==> src/rtl/min_frame_stats_if.sv <==
// min_frame_stats_if: sample-in / frame-result-out handshake bundle for min_frame_stats.
interface min_frame_stats_if #(
  parameter int W = 8,
  parameter int FRAME_LEN = 16
);
  localparam int CNT_W = $clog2(FRAME_LEN + 1);
  logic             in_valid;
  logic [W-1:0]     in_data;
  logic             in_ready;
  logic             in_flush;
  logic             out_valid;
  logic             out_ready;
  logic [W-1:0]     out_min;
  logic [W-1:0]     out_max;
  logic [W+CNT_W-1:0] out_sum;
  logic [CNT_W-1:0] out_count;
  modport master (
    output in_valid, in_data, in_flush, out_ready,
    input  in_ready, out_valid, out_min, out_max, out_sum, out_count
  );
  modport slave (
    input  in_valid, in_data, in_flush, out_ready,
    output in_ready, out_valid, out_min, out_max, out_sum, out_count
  );
endinterface

==> src/rtl/min_frame_stats.sv <==
// min_frame_stats: groups accepted samples into frames and reports min/max/sum/count per frame.
module min_frame_stats #(
  parameter int W = 8,
  parameter int FRAME_LEN = 16
) (
  input logic clk,
  input logic rst_n,
  min_frame_stats_if.slave bus
);
  localparam int CNT_W = $clog2(FRAME_LEN + 1);
  localparam int SW = W + CNT_W;
  typedef enum logic [1:0] {IDLE, ACCUM, HOLD} state_t;
  state_t state, state_nx;
  logic [W-1:0] acc_min, acc_max, n_min, n_max;
  logic [SW-1:0] acc_sum, n_sum;
  logic [CNT_W-1:0] cnt, n_cnt;
  logic take, close;
  // n_* are the accumulator values after this edge, including any sample taken now
  always_comb begin
    take = bus.in_valid && bus.in_ready;
    n_min = !take ? acc_min : (state == IDLE || bus.in_data < acc_min) ? bus.in_data : acc_min;
    n_max = !take ? acc_max : (state == IDLE || bus.in_data > acc_max) ? bus.in_data : acc_max;
    n_sum = !take ? acc_sum : (state == IDLE) ? SW'(bus.in_data) : acc_sum + SW'(bus.in_data);
    n_cnt = !take ? cnt : (state == IDLE) ? CNT_W'(1) : cnt + 1'b1;
    close = (take && n_cnt == CNT_W'(FRAME_LEN)) || (bus.in_flush && (state == ACCUM || take));
    state_nx = (state == HOLD) ? (bus.out_ready ? IDLE : HOLD) : close ? HOLD : take ? ACCUM : state;
  end
  always_ff @(posedge clk or negedge rst_n)
    if (!rst_n) state <= IDLE;
    else state <= state_nx;
  always_ff @(posedge clk or negedge rst_n) begin
    if (!rst_n) begin
      acc_min <= '0;
      acc_max <= '0;
      acc_sum <= '0;
      cnt <= '0;
      bus.in_ready <= 1'b0;
      bus.out_valid <= 1'b0;
      bus.out_min <= '0;
      bus.out_max <= '0;
      bus.out_sum <= '0;
      bus.out_count <= '0;
    end else begin
      bus.in_ready <= state_nx != HOLD;
      if (state == HOLD) begin
        if (bus.out_ready) begin
          bus.out_valid <= 1'b0;
          acc_min <= '0;
          acc_max <= '0;
          acc_sum <= '0;
          cnt <= '0;
        end
      end else begin
        acc_min <= n_min;
        acc_max <= n_max;
        acc_sum <= n_sum;
        cnt <= n_cnt;
        if (close) begin
          bus.out_valid <= 1'b1;
          bus.out_min <= n_min;
          bus.out_max <= n_max;
          bus.out_sum <= n_sum;
          bus.out_count <= n_cnt;
        end
      end
    end
  end
endmodule
==> src/flat_wrapper.sv <==
// flat-port wrapper written by rule: the top's interface ports become plain ports
module min_frame_stats_flat 
#(
  parameter int W = 8,
  parameter int FRAME_LEN = 16
)
  (clk, rst_n, bus_in_valid, bus_in_data, bus_in_flush, bus_out_ready, bus_in_ready, bus_out_valid, bus_out_min, bus_out_max, bus_out_sum, bus_out_count);
  min_frame_stats_if #(.W(W), .FRAME_LEN(FRAME_LEN)) bus_i ();
  input logic clk;
  input logic rst_n;
  input wire logic [$bits(bus_i.in_valid)-1:0] bus_in_valid;
  input wire logic [$bits(bus_i.in_data)-1:0] bus_in_data;
  input wire logic [$bits(bus_i.in_flush)-1:0] bus_in_flush;
  input wire logic [$bits(bus_i.out_ready)-1:0] bus_out_ready;
  output wire logic [$bits(bus_i.in_ready)-1:0] bus_in_ready;
  output wire logic [$bits(bus_i.out_valid)-1:0] bus_out_valid;
  output wire logic [$bits(bus_i.out_min)-1:0] bus_out_min;
  output wire logic [$bits(bus_i.out_max)-1:0] bus_out_max;
  output wire logic [$bits(bus_i.out_sum)-1:0] bus_out_sum;
  output wire logic [$bits(bus_i.out_count)-1:0] bus_out_count;
  assign bus_i.in_valid = bus_in_valid;
  assign bus_i.in_data = bus_in_data;
  assign bus_i.in_flush = bus_in_flush;
  assign bus_i.out_ready = bus_out_ready;
  assign bus_in_ready = bus_i.in_ready;
  assign bus_out_valid = bus_i.out_valid;
  assign bus_out_min = bus_i.out_min;
  assign bus_out_max = bus_i.out_max;
  assign bus_out_sum = bus_i.out_sum;
  assign bus_out_count = bus_i.out_count;
  min_frame_stats #(.W(W), .FRAME_LEN(FRAME_LEN)) u_core (.clk(clk), .rst_n(rst_n), .bus(bus_i));
endmodule
==> config.mk <==
export PLATFORM = sky130hd
export DESIGN_NAME = min_frame_stats_flat
export DESIGN_NICKNAME = d
export VERILOG_FILES = /design/src/rtl/min_frame_stats_if.sv /design/src/rtl/min_frame_stats.sv /design/src/flat_wrapper.sv
export SDC_FILE = /design/constraint.sdc
export NUM_CORES = 1
export LEC_CHECK = 0
export ABC_AREA = 1
export CORE_MARGIN = 10
export CORE_UTILIZATION = 51
export DETAILED_ROUTE_END_ITERATION = 10
export GPL_TIMING_DRIVEN = 0
export PLACE_DENSITY = 0.85
export SYNTH_ARGS = -nofsm -noshare
export SYNTH_HDL_FRONTEND = slang
export SYNTH_SLANG_ARGS = --single-unit
==> constraint.sdc <==
create_clock -name clk -period 1.7 [get_ports clk]
set_clock_uncertainty 0.1 [all_clocks]
set_input_delay 0.51 -clock clk [delete_from_list [all_inputs] [get_ports clk]]
set_output_delay 0.51 -clock clk [all_outputs]
set_load 0.02 [all_outputs]
==> results.rst <==
.. list-table::
   :header-rows: 1

   * - Metric
     - Value
   * - Estimated wirelength of the detail-placed design
     - slightly above 8 mm
   * - Count of flip-flops with a built-in enable after synthesis
     - 0
   * - Final critical-path required period
     - 2.26 ns
   * - TritonCTS sink count
     - a little over 70
   * - Count of filler cells inserted in the layout
     - around 350
   * - Highest fanout seen on the critical path
     - 5
   * - Number of warnings reported in the yosys synthesis log
     - 0
   * - Leftover overflow at the end of global routing
     - 0
   * - Floorplan die width
     - ~110 µm
   * - Area of combinational cells with multiple inputs
     - about 3400 µm²
   * - Input/output buffers
     - between 40 and 50
   * - CTS tree
     - built
   * - Vias after detailed routing
     - around 5600
   * - Sum of routed wire length over all layers
     - roughly 22 mm
   * - Die extent in y
     - between 100 and 150 µm
   * - Most common library cell in the layout ignoring fill and taps
     - sky130_fd_sc_hd__nand2_1
   * - Number of instances in the synthesized netlist
     - 596
   * - Average instance area after synthesis
     - between 7 and 8 µm²
   * - Area of the die
     - 12600 µm²
   * - Pre-Repair DR Iteration Count
     - 8
   * - Final worst hold slack
     - between 0.02 and 0.03 ns
   * - Share of Yosys cell area claimed by the top area cell type
     - 41.6%
   * - Most numerous cell on the critical path
     - sky130_fd_sc_hd__nand2_1
   * - CTS clock-pin slew for the worst setup and hold paths
     - ~0.090 ns
   * - Final hold viol count
     - 0
   * - Global-route wire length before repair
     - 24.5 mm
   * - Standby leakage power
     - roughly 3.5 nW
   * - Antenna fix cells
     - 0
   * - Total number of placement rows
     - 33
   * - Critical path class
     - reg -> reg
   * - Final cycle utilization of the critical path
     - 133%
   * - Clock tree root buffer cell
     - sky130_fd_sc_hd__clkbuf_8
   * - Latest clock arrival within the worst-skew pair
     - just under 0.4 ns
   * - Largest area contributor in the netlist
     - sky130_fd_sc_hd__dfrtp_1
   * - Io pins
     - a little under 50
   * - Leading cell types in the layout, fill and taps excluded
     - 168 x sky130_fd_sc_hd__nand2_1, 78 x sky130_fd_sc_hd__nand2_2, 69 x sky130_fd_sc_hd__dfrtp_1
   * - Combined global-route utilization of all metal layers
     - between 20% and 30%
   * - Mapped Nets
     - 634
   * - Longest individual stage delay on the worst path
     - 0.43 ns
   * - CTS Buf Count
     - 9
   * - Worst voltage drop across the vdd grid
     - approximately 1200 µV
   * - Post-detailed-route count of antenna-violating nets
     - 0
   * - Violations in the final reports
     - negative setup slack
   * - Average via count per standard cell
     - about 6.7
   * - Synth cell types
     - 36
   * - Critical-path cell list
     - ha_4 > nand3_1 > nand2_1 > nand3_4 > nand3_4 > buf_6 > nor2_4 > nor2_4 > nor2_8 > buf_12 > buf_8 > nand2_1 > nand2_1
   * - Worst Setup End Kind
     - flop
   * - Critical path's slowest cell
     - sky130_fd_sc_hd__dfrtp_1
   * - Sequential fraction of the synthesis area
     - a little over two fifths
   * - Placeable core region
     - 8260 µm²
   * - Crit path setup slack, layout
     - -0.558 ns
   * - Drt wl/cell
     - around 26 µm
   * - RSZ-0062 raised after global routing
     - yes
   * - Number of nets in the layout
     - 763
   * - Starting DRC count in detailed routing
     - ~870
   * - Max-Slew Margin vs Limit
     - 56.3%
   * - Initial antenna violation count
     - 0
   * - Starting utilization of the core area
     - between 50% and 60%
   * - Share of cells above drive strength 1
     - a little under 50%
   * - Sequential standard cell area
     - 1810 µm²
   * - Most frequently used flop master after synthesis
     - sky130_fd_sc_hd__dfrtp_1
   * - Final Max Slew Viols
     - 0
   * - Number of H-tree branching levels
     - 3
   * - Worst min-delay path class
     - in -> async
   * - Async SR Flop Fraction
     - 100%
   * - Cell area after technology mapping
     - approximately 4300 µm²
   * - # Max-Cap Violations
     - 0
   * - Number of DRC violations after detailed routing
     - 0
   * - FMAX
     - 0.443 GHz
   * - Total power
     - around 0.014 W
   * - Flip-flop and latch count after synthesis
     - roughly 70
   * - Slew of the pin with the lowest slew margin
     - roughly 0.66 ns
   * - Arrival time reported for the critical path endpoint
     - around 2.4 ns
   * - Number of global-route vias before repair
     - approximately 4900
   * - Setup violation total in the final timing report
     - 75
   * - WP data required
     - between 1.5 and 2 ns
   * - Maximum buffer depth of the clock tree
     - 2
   * - Result of the run
     - finished with violations
   * - Maximum number of pins on one net before global-route repair
     - between 70 and 80
   * - Area Overhead vs Synth
     - 61.8%
   * - Category of the worst setup path launch point
     - flop
   * - Placer's final routability congestion estimate
     - about 0.88
   * - Power per cell area
     - 1960 nW/µm²
   * - Top area cells in the synthesized netlist
     - sky130_fd_sc_hd__dfrtp_1 42%, sky130_fd_sc_hd__nand2_1 24%, sky130_fd_sc_hd__ha_1 6.9%
cell type report:
cell class | instances | area share (%)
buffer | 17 | 2.43
clock inverter | 5 | 1.14
inverter | 61 | 3.48
clock buffer | 11 | 2.02
multi-input combinational | 448 | 48.0
timing repair buffer | 116 | 15.3
tap | 105 | 1.88
sequential | 72 | 25.8
cell families (layout without fill, tap and decap cells):
family / after synthesis / after routing / share of synthesized area [%]
AND/OR/NAND/NOR: 372 / 374 / 36.4
AO/OA/AOI/OAI: 47 / 47 / 6.33
XOR/XNOR: 2 / 2 / 0.405
adder cells (fa/ha/maj): 25 / 25 / 7.40
flip-flops: 72 / 72 / 41.6
buffers and inverters: 78 / 210 / 7.83
report_power, final:
| group | internal (W) | switching [W] | total, W |
|---|---|---|---|
| Combinational | 0.00356 | 0.00553 | 0.00909 |
| Sequential | 0.00235 | 0.000647 | 0.00299 |
| Clock | 0.000865 | 0.000770 | 0.00163 |
| Total | 0.00677 | 0.00695 | 0.0137 |
layer usage:
metal | track usage (%) | wire [µm] | vias up
li1 | - | - | 2138
met1 | 25.6 | 7200 | 2574
met3 | 6.82 | 3000 | 227
met5 | 0 | 0 | -
met4 | 15.2 | 2040 | 0
met2 | 39.7 | 9860 | 640
synth_stat cells, types with 3 or more instances:
| master | n |
|---|---|
| sky130_fd_sc_hd__nand2_1 | 280 |
| sky130_fd_sc_hd__dfrtp_1 | 72 |
| sky130_fd_sc_hd__inv_1 | 56 |
| sky130_fd_sc_hd__nand3_1 | 40 |
| sky130_fd_sc_hd__nor2_1 | 25 |
| sky130_fd_sc_hd__ha_1 | 24 |
| sky130_fd_sc_hd__o21ai_0 | 20 |
| sky130_fd_sc_hd__a21oi_1 | 15 |
| sky130_fd_sc_hd__nand3b_1 | 6 |
| sky130_fd_sc_hd__buf_6 | 5 |
| sky130_fd_sc_hd__buf_2 | 4 |
| sky130_fd_sc_hd__clkbuf_1 | 4 |
| sky130_fd_sc_hd__inv_2 | 4 |
| sky130_fd_sc_hd__nor2_2 | 4 |
| sky130_fd_sc_hd__buf_1 | 3 |
| sky130_fd_sc_hd__nand4_1 | 3 |
| sky130_fd_sc_hd__nor2_4 | 3 |
| sky130_fd_sc_hd__nor3_1 | 3 |
| sky130_fd_sc_hd__o22ai_1 | 3 |
worst paths after layout:
kind / from / to / slack (ns) / depth (start not counted)
worst min-delay path: rst_n / u_core.bus.out_min[3] / 0.03 / 2
worst max register to register: u_core.cnt[1] / u_core.bus.out_sum[9] / -0.56 / 13
max in group asynchronous: rst_n / u_core.acc_sum[1] / 1.16 / 2
worst max-delay path: u_core.cnt[1] / u_core.bus.out_sum[9] / -0.56 / 13
min in group clk: u_core.bus.out_sum[2] / u_core.bus.out_sum[2] / 0.37 / 2
worst min register to register: u_core.bus.out_sum[2] / u_core.bus.out_sum[2] / 0.37 / 2
metrics by stage:
stage | instances | setup TNS (ns) | cell area (µm²) | util (%) | worst slack (ns)
2_1_floorplan | 596 | -4.97 | 4480 | - | -0.171
3_3_place_gp | 749 | -241.99 | 5090 | 61.6 | -2.72
3_5_place_dp | 750 | -66.82 | 5110 | 61.9 | -1.24
4_1_cts | 810 | -6.90 | 6040 | 73.2 | -0.221
5_1_grt | 835 | -29.39 | 7000 | 84.8 | -0.587
6_report | 835 | -27.01 | 7000 | 84.8 | -0.558
critical path: cells and delay by family (launching register included):
family	cells	cell delay [ns]
AND/OR/NAND/NOR	9	1.01
buffers and inverters	3	0.39
flip-flops	1	0.43
adder cells (fa/ha/maj)	1	0.20
what timing repair did:
action,in CTS,in global routing
resized for setup,190,259
cloned,6,2
endpoints found under the setup margin,108,100
endpoints found under the hold margin,0,0
pin swaps,56,98
hold buffers,0,0
buffers inserted,38,24
sequential cells by signal (all words and copies together), names as in the netlist, 2 cells and up:
name / flops
u_core.bus.out_min: 8
u_core.bus.out_max: 8
u_core.bus.out_count: 5
u_core.acc_sum: 13
u_core.acc_max: 8
u_core.acc_min: 8
u_core.bus.out_sum: 13
u_core.cnt: 5
u_core.state: 2
Note: power is estimated with default switching activity, not from simulation.
